### src/rtl/spi_pkg.sv
// Shared types for the SPI transaction sequencer.
// Holds the sequencer state encoding and the byte width.
package spi_pkg;

    typedef enum logic [2:0] {
        IDLE,
        CS_SETUP,
        ISSUE,
        WAIT,
        GAP,
        HOLD
    } xfer_state_t;

    localparam int BYTE_W = 8;

endpackage

### src/rtl/spi_sync_fifo.sv
// Synchronous first-word fall-through FIFO.
// Used for both the TX and the RX byte queues of the sequencer.
module spi_sync_fifo #(
    parameter int WIDTH = 8,
    parameter int DEPTH = 16
) (
    input  logic             clk_i,
    input  logic             rst_i,
    input  logic             push_i,
    input  logic [WIDTH-1:0] din_i,
    input  logic             pop_i,
    output logic [WIDTH-1:0] dout_o,
    output logic             full_o,
    output logic             empty_o
);

    localparam int AW = $clog2(DEPTH);

    logic [AW:0]      wptr_q, wptr_d;
    logic [AW:0]      rptr_q, rptr_d;
    logic [WIDTH-1:0] mem_q [DEPTH];
    logic             push_ok;
    logic             pop_ok;

    assign empty_o = (wptr_q == rptr_q);
    assign full_o  = (wptr_q[AW] != rptr_q[AW]) &&
                     (wptr_q[AW-1:0] == rptr_q[AW-1:0]);

    // A pop frees a slot in the same cycle, so a full FIFO still takes the push.
    assign push_ok = push_i & (~full_o | pop_i);
    assign pop_ok  = pop_i & ~empty_o;
    assign dout_o  = mem_q[rptr_q[AW-1:0]];

    always_comb begin
        wptr_d = wptr_q;
        rptr_d = rptr_q;
        if (push_ok) wptr_d = wptr_q + 1'b1;
        if (pop_ok)  rptr_d = rptr_q + 1'b1;
    end

    always_ff @(posedge clk_i or posedge rst_i) begin
        if (rst_i) begin
            wptr_q <= '0;
            rptr_q <= '0;
        end else begin
            wptr_q <= wptr_d;
            rptr_q <= rptr_d;
        end
    end

    always_ff @(posedge clk_i) begin
        if (push_ok) mem_q[wptr_q[AW-1:0]] <= din_i;
    end

endmodule

### src/rtl/spi_xfer_ctrl.sv
// Multi-byte SPI transaction sequencer in front of a byte-level SPI core.
// Owns slave select timing and moves bytes between host FIFOs and the core.
module spi_xfer_ctrl
    import spi_pkg::*;
#(
    parameter int FIFO_DEPTH = 16,
    parameter int LEN_W      = 8,
    parameter int DLY_W      = 8
) (
    input  logic              clk_i,
    input  logic              rst_i,
    input  logic              tx_wr_i,
    input  logic [BYTE_W-1:0] tx_data_i,
    output logic              tx_full_o,
    input  logic              rx_rd_i,
    output logic [BYTE_W-1:0] rx_data_o,
    output logic              rx_empty_o,
    input  logic              go_i,
    input  logic [LEN_W-1:0]  len_i,
    input  logic [DLY_W-1:0]  cs_dly_i,
    input  logic [DLY_W-1:0]  gap_i,
    output logic              busy_o,
    output logic              done_tick_o,
    output logic              rx_ovf_o,
    output logic              ss_n_o,
    output logic              core_start_o,
    output logic [BYTE_W-1:0] core_din_o,
    input  logic              core_ready_i,
    input  logic              core_done_tick_i,
    input  logic [BYTE_W-1:0] core_dout_i
);

    xfer_state_t       state_q, state_d;
    logic [LEN_W-1:0]  n_q, n_d;
    logic [LEN_W-1:0]  len_q, len_d;
    logic [DLY_W-1:0]  d_q, d_d;
    logic [DLY_W-1:0]  cs_dly_q, cs_dly_d;
    logic [DLY_W-1:0]  gap_q, gap_d;
    logic              ss_n_q, ss_n_d;
    logic              busy_q, busy_d;
    logic              done_q, done_d;
    logic              ovf_q, ovf_d;

    logic              tx_empty;
    logic [BYTE_W-1:0] tx_head;
    logic              rx_full;
    logic              rx_push;

    assign core_start_o = (state_q == ISSUE) & core_ready_i & ~tx_empty;
    assign core_din_o   = tx_head;
    assign rx_push      = (state_q == WAIT) & core_done_tick_i;

    assign ss_n_o      = ss_n_q;
    assign busy_o      = busy_q;
    assign done_tick_o = done_q;
    assign rx_ovf_o    = ovf_q;

    spi_sync_fifo #(
        .WIDTH (BYTE_W),
        .DEPTH (FIFO_DEPTH)
    ) u_tx_fifo (
        .clk_i   (clk_i),
        .rst_i   (rst_i),
        .push_i  (tx_wr_i),
        .din_i   (tx_data_i),
        .pop_i   (core_start_o),
        .dout_o  (tx_head),
        .full_o  (tx_full_o),
        .empty_o (tx_empty)
    );

    spi_sync_fifo #(
        .WIDTH (BYTE_W),
        .DEPTH (FIFO_DEPTH)
    ) u_rx_fifo (
        .clk_i   (clk_i),
        .rst_i   (rst_i),
        .push_i  (rx_push),
        .din_i   (core_dout_i),
        .pop_i   (rx_rd_i),
        .dout_o  (rx_data_o),
        .full_o  (rx_full),
        .empty_o (rx_empty_o)
    );

    always_comb begin
        state_d  = state_q;
        n_d      = n_q;
        len_d    = len_q;
        d_d      = d_q;
        cs_dly_d = cs_dly_q;
        gap_d    = gap_q;
        ss_n_d   = ss_n_q;
        busy_d   = busy_q;
        done_d   = 1'b0;
        ovf_d    = ovf_q;
        unique case (state_q)
            IDLE: begin
                if (go_i) begin
                    ovf_d    = 1'b0;
                    len_d    = len_i;
                    cs_dly_d = cs_dly_i;
                    gap_d    = gap_i;
                    if (len_i != '0) begin
                        state_d = CS_SETUP;
                        ss_n_d  = 1'b0;
                        busy_d  = 1'b1;
                        d_d     = '0;
                        n_d     = '0;
                    end else begin
                        done_d = 1'b1;
                    end
                end
            end
            CS_SETUP: begin
                if (d_q == cs_dly_q) state_d = ISSUE;
                else                 d_d = d_q + 1'b1;
            end
            ISSUE: begin
                if (core_start_o) state_d = WAIT;
            end
            WAIT: begin
                if (core_done_tick_i) begin
                    // The RX FIFO still accepts the byte when the host pops this cycle.
                    if (rx_full & ~rx_rd_i) ovf_d = 1'b1;
                    d_d = '0;
                    if (n_q == len_q - LEN_W'(1)) begin
                        state_d = HOLD;
                    end else begin
                        n_d     = n_q + 1'b1;
                        state_d = GAP;
                    end
                end
            end
            GAP: begin
                if (d_q == gap_q) state_d = ISSUE;
                else              d_d = d_q + 1'b1;
            end
            HOLD: begin
                if (d_q == cs_dly_q) begin
                    state_d = IDLE;
                    ss_n_d  = 1'b1;
                    busy_d  = 1'b0;
                    done_d  = 1'b1;
                end else begin
                    d_d = d_q + 1'b1;
                end
            end
            default: state_d = IDLE;
        endcase
    end

    always_ff @(posedge clk_i or posedge rst_i) begin
        if (rst_i) begin
            state_q  <= IDLE;
            n_q      <= '0;
            len_q    <= '0;
            d_q      <= '0;
            cs_dly_q <= '0;
            gap_q    <= '0;
            ss_n_q   <= 1'b1;
            busy_q   <= 1'b0;
            done_q   <= 1'b0;
            ovf_q    <= 1'b0;
        end else begin
            state_q  <= state_d;
            n_q      <= n_d;
            len_q    <= len_d;
            d_q      <= d_d;
            cs_dly_q <= cs_dly_d;
            gap_q    <= gap_d;
            ss_n_q   <= ss_n_d;
            busy_q   <= busy_d;
            done_q   <= done_d;
            ovf_q    <= ovf_d;
        end
    end

endmodule
### config.mk
export PLATFORM = sky130hd
export DESIGN_NAME = spi_xfer_ctrl
export DESIGN_NICKNAME = d
export VERILOG_FILES = /design/src/rtl/spi_pkg.sv /design/src/rtl/spi_sync_fifo.sv /design/src/rtl/spi_xfer_ctrl.sv
export SDC_FILE = /design/constraint.sdc
export NUM_CORES = 1
export LEC_CHECK = 0
export ABC_AREA = 0
export CAP_MARGIN = 20
export CORE_MARGIN = 2
export CORE_UTILIZATION = 45
export CTS_CLUSTER_DIAMETER = 80
export DETAILED_ROUTE_END_ITERATION = 10
export GPL_TIMING_DRIVEN = 0
export HOLD_SLACK_MARGIN = 0.02
export SYNTH_ARGS = -nofsm -noshare
export SYNTH_HDL_FRONTEND = slang
export SYNTH_SLANG_ARGS = --single-unit
### constraint.sdc
create_clock -name clk_i -period 7.8 [get_ports clk_i]
set_input_delay 1.95 -clock clk_i [delete_from_list [all_inputs] [get_ports clk_i]]
set_output_delay 1.95 -clock clk_i [all_outputs]
set_load 0.02 [all_outputs]
==> results.toml <==
[grt]
grt_pass1_vias = 7524
track_usage_pct = 18.09
grt_pass1_wl_um = 42900
overflow = 0
antenna_found_initial = 0
grt_max_degree = 36

[power_and_ir_drop]
max-vdd-ir-drop_v = 0.0002310
power-per-cell-area_mw_per_mm2 = 348.3
p_leak_nw = 5.380
p_seq_share_pct = 40.1
intPower_mw = 3.812
power.share.clock_pct = 28.0
swShare_pct = 30.68
p_sw_mw = 1.687
comb_power_share_pct = 32.0
finalPower_mw = 5.499

[clocking]
cts_num_sinks = 323
cts_tree = "done"
cts_setup_buffers = 0
numCtsBuffers = 36
cts.reportedPaths.clkPinSlew_ns = 0.05
cts_max_level = 2
clkLatencyLatePin_ns = 0.52
cts_resized = 0
cts_hold_buf = 0
clockRootBuffer = "clkbuf_16"
clockBufferDepth = 3

[detailed_routing]
wl_um = 27290
via_count = 7032
drtPass1Iterations = 5
drc = 0
antenna_left = 0
wl_per_cell_um = 21.37
vias_per_cell = 5.507
drt-initial-drc-count = 539

[final_layout]
final_cell_mix = "256 x edfxtp_1, 80 x mux4_2, 69 x clkdlybuf4s50_1"
n_antenna_cell = 0
drive_gt1_share_pct = 20.63
area_growth_pct = 17.16
n_fill_cell = 2353
fin_cells = 1277
nets = 924
layout_commonest_cell = "edfxtp_1"

[sta]
final_max_slew_viol_count = 0
post-route-min-period_ns = 5.769
fin_crit_sh_pct = 73.96
max_freq_mhz = 173.4
timing.slew.headroom_pct = 36.99
tns_ns = 0
rsz0062_at_grt = "no"
worst_slew_pin_slew_ns = 0.9416
finalSetupViolCount = 0
fin_worst_skew_ns = 0.02432
hold_violations = 0

[logic_synthesis]
synthSimpleGateAreaFrac_pct = 5.655
synth_top_cell_by_area = "edfxtp_1"
netlist_top_cells_area = "edfxtp_1 57%, mux4_2 13%, dfrtp_1 12%"
ys_ff_latch = 323
synth-edff-count = 256
syn_inst = 748
yosys_most_used_dff = "edfxtp_1"
yosys_warnings = 0
synth_xor_xnor_area_share_pct = 3.575
synthArstFlopShare_pct = 20.74
ys_seq_area_share_pct = 69.51
synth_top_family_by_area = "multiplexers"
synth_fa_ha_area_share_pct = 1.207
syn_nets = 808
ys_types = 56
syn-mean-instance-area_um2 = 18.01
synth.area.mux_share_pct = 15.54
synth_compound_area_share_pct = 2.990
synth.top_cell.area_share_pct = 57.05
syn_area_mm2 = 0.01347

[die]
rows = 63
fp.dieH_um = 177.0
io_pins = 70
core_mm2 = 0.02956
start_util_pct = 45.58
die-area_mm2 = 0.03134
die_x_um = 177.0

[critical_path]
critPathMaxFanout = 6
critPathLaunchType = "primary input"
crit_type = "in2out"
end_kind = "primary output"
cp.arrival_ns = 3.82
worstPathRequired_ns = 5.85

[placed_design]
dpl.cell_count = 1216
place_congestion = 0.7884
io_buffer_count = 69
post-dp-hpwl_um = 18940

[job]
max-cap-violations = 0

[min_path]
hold_path.class = "reg2reg"

[status]
outcome = "finished, final reports clean"
[critical path, stage by stage]
cell and delay, ns:
clkdlybuf4s50_1 0.48, a21bo_2 0.24, nor2_1 0.43, clkdlybuf4s50_1 0.72
[power groups by stage]
stage | Clock, mW | Combinational, mW | Sequential (mW)
final | 1.54 | 1.76 | 2.20
after floorplan | 0 | 1.24 | 2.19
after CTS | 1.58 | 1.79 | 2.20
after global routing | 1.65 | 1.91 | 2.23
after global placement | 0 | 1.73 | 2.22
after detailed placement | 0 | 1.78 | 2.24
[final timing paths]
path / slack, ns / end / depth (start not counted) / from
setup / recovery: 2.03 / core_start_o / 4 / core_ready_i
hold / removal: 0.47 / ss_n_o / 2 / ss_n_o
setup reg to reg: 4.58 / u_tx_fifo.mem_q[3][1] / 7 / u_tx_fifo.rptr_q[1]
hold reg to reg: 0.47 / ss_n_o / 2 / ss_n_o
max in group asynchronous: 5.25 / n_q[5] / 3 / rst_i
min in group asynchronous: 1.89 / cs_dly_q[7] / 2 / rst_i
[layout make-up]
type / instances / area, µm² / area share, %
repair buffers: 78 / 755.7 / 4.787
flip-flops and latches: 323 / 9365 / 59.32
multi-input cells: 374 / 3904 / 24.73
clock inverters: 18 / 141.4 / 0.8956
well taps: 390 / 488.0 / 3.091
inverters: 15 / 56.30 / 0.3567
plain buffers: 36 / 148.9 / 0.9432
clock buffers: 43 / 927.1 / 5.873
[stage by stage]
stage	setup slack, ns	util, %	hold WS [ns]	cell area (µm²)
2_1_floorplan	3.209	-	0.4898	13470
3_3_place_gp	2.045	49.57	0.4576	14650
3_5_place_dp	2.054	49.79	0.4674	14720
4_1_cts	2.018	53.41	0.4764	15790
5_1_grt	1.848	53.41	0.4852	15790
6_report	2.031	53.41	0.4714	15790
[state kept, by name, indices dropped and copies added (netlist names)]
name / cells
cs_dly_q: 8
u_rx_fifo.wptr_q: 5
u_tx_fifo.wptr_q: 5
ss_n_o: 1
u_rx_fifo.mem_q: 128
len_q: 8
gap_q: 8
done_tick_o: 1
busy_o: 1
n_q: 8
u_rx_fifo.rptr_q: 5
rx_ovf_o: 1
u_tx_fifo.rptr_q: 5
u_tx_fifo.mem_q: 128
state_q: 3
d_q: 8
[routing by layer]
layer,GRT usage [%],part of all wire (%),vias to the layer above
li1,-,-,3174
met1,24.88,43,3618
met2,30.56,50,203
met3,2.857,5.2,37
met4,4.029,1.6,0
met5,0,0,-
[Yosys cell counts, types with 2 or more instances]
| library cell | count |
|---|---|
| and3b_1 | 2 |
| o21ai_1 | 2 |
| xor2_1 | 24 |
| ha_1 | 13 |
| or3_1 | 5 |
| o31ai_1 | 6 |
| nor3_1 | 14 |
| nand2b_1 | 10 |
| a21o_1 | 2 |
| xnor2_1 | 31 |
| and2_1 | 11 |
| or4_1 | 2 |
| nand4_1 | 13 |
| buf_2 | 8 |
| a32oi_1 | 2 |
| o41ai_2 | 2 |
| o21ai_0 | 19 |
| inv_1 | 15 |
| and3_1 | 2 |
| dfrtp_1 | 66 |
| edfxtp_1 | 256 |
| buf_1 | 8 |
| o22a_1 | 2 |
| nand3_1 | 5 |
| nand2_1 | 37 |
| mux2_2 | 26 |
| a21oi_1 | 7 |
| nor4_1 | 4 |
| nor2_1 | 28 |
| nor2b_1 | 2 |
| nor3b_1 | 2 |
| mux4_2 | 80 |
| clkbuf_1 | 19 |
[kinds of logic after synthesis]
logic type	Yosys count
flops	323
compound gates	55
simple gates	145
fa+ha+maj	13
buf+inv	51
mux	106
xor+xnor	55
Power figures use the tool's default switching activity.
